$ cat config.mk
export PLATFORM = sky130hd
export DESIGN_NAME = fft_out_serializer
export DESIGN_NICKNAME = d
export VERILOG_FILES = /design/src/rtl/fft_out_serializer.sv
export SDC_FILE = /design/constraint.sdc
export NUM_CORES = 1
export LEC_CHECK = 0
export CORE_AREA = 2 2 214 216
export DETAILED_ROUTE_END_ITERATION = 8
export DIE_AREA = 0 0 216 218
export PLACE_DENSITY_LB_ADDON = 0.1
export SKIP_LAST_GASP = 1
export SYNTH_ARGS = -nofsm -noshare
export SYNTH_HDL_FRONTEND = slang
export SYNTH_SLANG_ARGS = --single-unit
$ cat constraint.sdc
create_clock -name i_clk -period 35.9 [get_ports i_clk]
set_clock_uncertainty 0.15 [all_clocks]
set_input_delay 3.59 -clock i_clk [delete_from_list [all_inputs] [get_ports i_clk]]
set_output_delay 3.59 -clock i_clk [all_outputs]
set_load 0.02 [all_outputs]
$ cat src/rtl/fft_out_serializer.sv
// fft_out_serializer: captures N parallel FFT bins on a load edge and streams them out in natural order over valid/ready
// Ports: i_clk/i_rst_n clock and async active-low reset; i_load capture request (rising edge acts);
//        i_re/i_im packed slot results; i_ready downstream accept; o_valid/o_re/o_im/o_index current beat;
//        o_first/o_last frame markers; o_busy frame held; o_overrun one-cycle pulse for a dropped load edge
module fft_out_serializer #(
  parameter int N = 16,
  parameter int DATA_W = 16,
  parameter int BITREV = 1
) (
  input  logic                    i_clk,
  input  logic                    i_rst_n,
  input  logic                    i_load,
  input  logic [N*DATA_W-1:0]     i_re,
  input  logic [N*DATA_W-1:0]     i_im,
  input  logic                    i_ready,
  output logic                    o_valid,
  output logic [DATA_W-1:0]       o_re,
  output logic [DATA_W-1:0]       o_im,
  output logic [$clog2(N)-1:0]    o_index,
  output logic                    o_first,
  output logic                    o_last,
  output logic                    o_busy,
  output logic                    o_overrun
);
  localparam int IW = $clog2(N);
  typedef enum logic {IDLE, STREAM} state_t;
  state_t r_state, w_state_next;
  logic [IW-1:0] r_idx, w_idx_next, w_rev, w_slot;
  logic r_load_d, r_overrun, w_load_edge, w_xfer, w_last, w_end, w_capture, w_drop;
  logic [N*DATA_W-1:0] r_re, r_im;
  assign w_load_edge = i_load & ~r_load_d;
  assign w_xfer = (r_state == STREAM) & i_ready;
  assign w_last = r_idx == IW'(N - 1);
  assign w_end = w_xfer & w_last;
  // a load edge coinciding with the accepted final beat starts the next frame without a bubble
  assign w_capture = w_load_edge & ((r_state == IDLE) | w_end);
  assign w_drop = w_load_edge & (r_state == STREAM) & ~w_end;
  always_comb begin
    w_state_next = w_capture ? STREAM : w_end ? IDLE : r_state;
    w_idx_next = w_capture ? '0 : (w_xfer & ~w_last) ? r_idx + 1'b1 : r_idx;
  end
  always_ff @(posedge i_clk or negedge i_rst_n)
    if (!i_rst_n) begin
      r_state <= IDLE;
      r_idx <= '0;
      r_load_d <= 1'b0;
      r_overrun <= 1'b0;
    end else begin
      r_state <= w_state_next;
      r_idx <= w_idx_next;
      r_load_d <= i_load;
      r_overrun <= w_drop;
    end
  always_ff @(posedge i_clk)
    if (w_capture) begin
      r_re <= i_re;
      r_im <= i_im;
    end
  // the radix-2 pipeline leaves bin b in slot bitrev(b), so reading slot bitrev(idx) yields natural order
  always_comb begin
    w_rev = '0;
    for (int i = 0; i < IW; i++) w_rev[i] = r_idx[IW-1-i];
  end
  assign w_slot = (BITREV != 0) ? w_rev : r_idx;
  assign o_valid = r_state == STREAM;
  assign o_busy = o_valid;
  assign o_index = o_valid ? r_idx : '0;
  assign o_re = o_valid ? r_re[int'(w_slot)*DATA_W +: DATA_W] : '0;
  assign o_im = o_valid ? r_im[int'(w_slot)*DATA_W +: DATA_W] : '0;
  assign o_first = o_valid & (r_idx == '0);
  assign o_last = o_valid & w_last;
  assign o_overrun = r_overrun;
endmodule

# == Word-level counts from Yosys, hierarchy flattened ==
# Cells that the tools add are included.
# W data, S select, Z words.
# totals
regBits,519
in_bits,516
output_inout_bits,41
wordCells,34
# classes
n_addsub,1
n_eq_ne,1
shift,2
n_mux,7
bitwise_logic,14
n_reduce_logical,3
# op_table
op,n
$shiftx A256 B9 Y16,2
$mux W16,2
$mux W4,3
$and A1 B1 Y1,9
$add A4 B1 Y4 const B,1
$eq A4 B4 Y1 const B,1
$logic_not A4 Y1,1
$not A1 Y1,4
$reduce_bool A2 Y1,2
$mux W1,2
$or A1 B1 Y1,1

# == Logic depth before layout (Yosys ltp) ==
# depth
word_depth,5
mapped_depth,7
depth_no_buf,5

# == Worst setup path after synthesis ==
# Ideal clock, no wire load.
# synth_path
path_kind,input to register
startpoint,input i_load
endpoint,register r_im[0] (enable)
setup_time_ns,1.569
arrival_ns,28.385
t_required_ns,34.181
slack_ns,5.796
path_stages,2
path_buffers,0
path_cell_list,nand2b_1 -> a21oi_1
# synth_via
elab_chain_len,2
# synth_lines
item,line_no,rtl
start: declaration,12,"input logic i_load,"
$and A1 B1 Y1,31,assign w_load_edge = i_load & ~r_load_d;
$and A1 B1 Y1,36,assign w_capture = w_load_edge & ((r_state == IDLE) | w_end);
net w_capture,29,"logic r_load_d, r_overrun, w_load_edge, w_xfer, w_last, w_end, w_capture, w_drop;"
end signal: assignment,57,r_im <= i_im;
end: declaration,30,"logic [N*DATA_W-1:0] r_re, r_im;"
# The timed path passes the listed nets, and every way through them passes these cells.
# A chain may end at the register's enable or synchronous reset.

# == Final worst setup path ==
# layout_path
startpoint,register r_idx[3]
endpoint,output o_re[5]
# layout_via
elab_chain_len,2
# layout_lines
item,line_no,rtl
start: declaration,28,"logic [IW-1:0] r_idx, w_idx_next, w_rev, w_slot;"
start signal: assignment,50,r_idx <= w_idx_next;
$shiftx A256 B9 Y16,68,assign o_re = o_valid ? r_re[int'(w_slot)*DATA_W +: DATA_W] : '0;
$mux W16,68,
end: declaration,17,"output logic [DATA_W-1:0] o_re,"
# Every way passes these cells.

==> out/results.tsv <==
metric	value	unit
outcome	finished, final reports clean	
Warnings, synthesis	0	
top-area cell type share of the netlist area	0.7655	
vias in the first global route	12324	
RSZ-0062 raised after global routing	false	
Crit path arrival time	4.77	ns
register area share after synthesis	0.7742	
# Post-CTS Setup Buffers	0	
total core area	44890	um2
IO buf count	556	
Fin. Hold Viols	0	
Max FO, Critical Path	54	
Cells after Synth	1073	
Sequential Area	15550	um2
Residual DRC	0	
Seq cells post-synth	519	
First-pass DRT Iterations	6	
die height	218	um
CP top delay family	buffers and inverters	
cell chosen for the clock root	clkbuf_16	
DR vias/cell	5.245	
first-pass GRT wire length	80500	um
reg2reg end	r_im[128]$_DFFE_PP_	
total clock sinks	519	
DP HPWL	39850	um
layout cells sized above 1	0.06213	
Pwr Density	66.74	nW/um2
worst hold path class	flop to flop	
Worst Reg-to-Reg Cells	7	
die area	47090	um2
effective utilization at floorplan	0.4474	
WL final	57370	um
cell row count	78	
CP Cell Sequence	buf_4, buf_4, mux4_2, o21ai_1, o21ai_1, clkdlybuf4s50_1	
net count after synthesis	1591	
CTS clk-pin slew, worst paths	0.06	ns
number of fill cells in the layout	3306	
Max Fclk	117.5	MHz
CTS tree	built	
critical path's slowest cell	dfrtp_4	
R2R Setup Slk	30.82	ns
# hold bufs at CTS	0	
H-Tree Depth	2	
gr usage total	0.2380	
RR Startpoint	r_idx[1]$_DFFE_PN0P_	
final RePlAce weighted congestion	0.9072	
Worst Max-Slew Pin Slew	1.224	ns
vias post-DR	12047	
top_reg_cell synth	edfxtp_1	
min Tclk post-route	8.507	ns
Net count, final	2150	
worst setup slack after layout	27.39	ns
Clock Path Buffers	3	
max-slew violation count	0	
critical path's largest stage delay	1.09	ns
TritonCTS Buffers	53	
worst skew pair latency	0.59	ns
dominant cell type by area after synthesis	edfxtp_1	
Max IR drop VDD	57.94	uV
setup TNS	0	ns
initial antenna violation count	27	
CP required	32.16	ns
number of flops mapped to enable cells by yosys	512	
total congestion overflow	0	
Die Span X	216	um
max cap viols	0	
pin count of the biggest net entering global routing	192	
Leak	9.439	nW
# setup viols final	0	
area of the multi-input gates	4160	um2
Buf/Inv on CP	3	
DR WL/cell	24.98	um
Tot Pwr	1.856	mW
min-delay src	r_load_d$_DFF_PN0_	
fin crit share	0.2370	
startpoint class of the critical path	flop	
Worst slew margin	0.1830	
post-CTS sizing	0	
worst slack at placement	27.94	ns
synthesized area	20080	um2
critical path class	flop to primary output	
Worst Hold End	o_overrun$_DFF_PN0_	
DR iter-0 viols	1155	
Min-Delay Path Depth	2	
num ports	557	
Yosys cell types	31	
final antenna-violating net count	0	
ys async rst share	0.01349	
fin area	27810	um2
syn avg cell area	18.72	um2
area delta synth->final	38.44	%
largest cells by area after synthesis	edfxtp_1 77%, mux2i_1 11%, a22oi_1 3.7%, mux4_2 1.6%, o21ai_1 0.97%	
kind of end point of the critical path	primary output	
placed inst area	26160	um2
per-stage QoR:
stage	instances	hold slack [ns]	util
after floorplan	1073	0.3476	-
after global placement	2177	0.4303	0.5827
after detailed placement	2177	0.4620	0.5827
after CTS	2274	0.4722	0.6181
after global routing	2292	0.4924	0.6191
final	2297	0.4641	0.6194
cell families (layout without fill, tap and decap cells):
group	Yosys count	in the layout	synth area share
other cells	0	23	0
xor+xnor	3	3	0.001308
buf+inv	68	669	0.02037
compound gates	157	157	0.05457
flops	519	519	0.7742
simple gates	82	82	0.01894
fa+ha+maj	2	2	0.001246
mux	242	242	0.1293
cells in the mapped netlist (10+ instances only):
cell type  instances
mux2i_1          228
a221oi_1          13
o21ai_1           39
buf_4             10
nand2_1           40
clkbuf_1          25
mux4_2            14
a22oi_1          100
buf_2             15
nand3_1           23
edfxtp_1         512
buf_6             10
worst min-delay path, delay by kind of cell (launching register included):
family,cells,cell delay [ns]
AND/OR/NAND/NOR,2,0.26
flip-flops,1,0.32
cells in the final DEF, fill, tap and decap left out, drive strengths merged, types with 2 or more instances in the layout:
cell | Yosys | final
a21oi | 2 | 2
a221oi | 14 | 14
a22oi | 100 | 100
and2 | 5 | 5
buf | 39 | 12
clkbuf | 25 | 73
clkdlybuf4s50 | 0 | 556
clkinv | 0 | 21
dfrtp | 7 | 7
diode | 0 | 23
edfxtp | 512 | 512
ha | 2 | 2
inv | 4 | 6
mux2i | 228 | 228
mux4 | 14 | 14
nand2 | 40 | 40
nand2b | 2 | 2
nand3 | 23 | 23
nor2 | 6 | 6
nor2b | 2 | 2
o21ai | 40 | 40
xnor2 | 3 | 3
how the worst max path moves through the flow:
stage	from	slack, ns	cells after the start	to
detailed placement	r_idx[3]$_DFFE_PN0P_	27.94	6	o_re[5]
global placement	r_idx[3]$_DFFE_PN0P_	27.95	6	o_re[5]
floorplan	i_load	5.80	2	r_im[0]$_DFFE_PP_
finish	r_idx[3]$_DFFE_PN0P_	27.39	6	o_re[5]
global route	r_idx[3]$_DFFE_PN0P_	27.07	6	o_re[5]
CTS	r_idx[3]$_DFFE_PN0P_	27.27	6	o_re[5]
area by class of cell:
cell class,instances,area share
clock buffers,73,0.05220
flip-flops and latches,519,0.5594
multi-input cells,486,0.1496
inverters,4,0.0005400
repair buffers,568,0.2043
clock inverters,24,0.004905
well taps,600,0.02700
diodes,23,0.002070
flip-flops by register name (all words and copies together), names as in the netlist:
signal     flops
o_overrun      1
r_re         256
r_load_d       1
r_im         256
o_busy         1
r_idx          4
layer usage:
layer / GRT usage / routed length [um]
met2: 0.4063 / 29450
met4: 0.09178 / 1478
met3: 0.07197 / 4718
met1: 0.2844 / 21640
met5: 0 / 90
where the power goes:
| group | total, mW | internal (mW) | switching [mW] | leakage (nW) |
|---|---|---|---|---|
| Clock | 0.510 | 0.288 | 0.222 | 0.782 |
| Combinational | 0.614 | 0.271 | 0.343 | 3.97 |
| Sequential | 0.732 | 0.702 | 0.0309 | 4.69 |
| Total | 1.86 | 1.26 | 0.595 | 9.44 |
(Power assumes the default switching activity.)
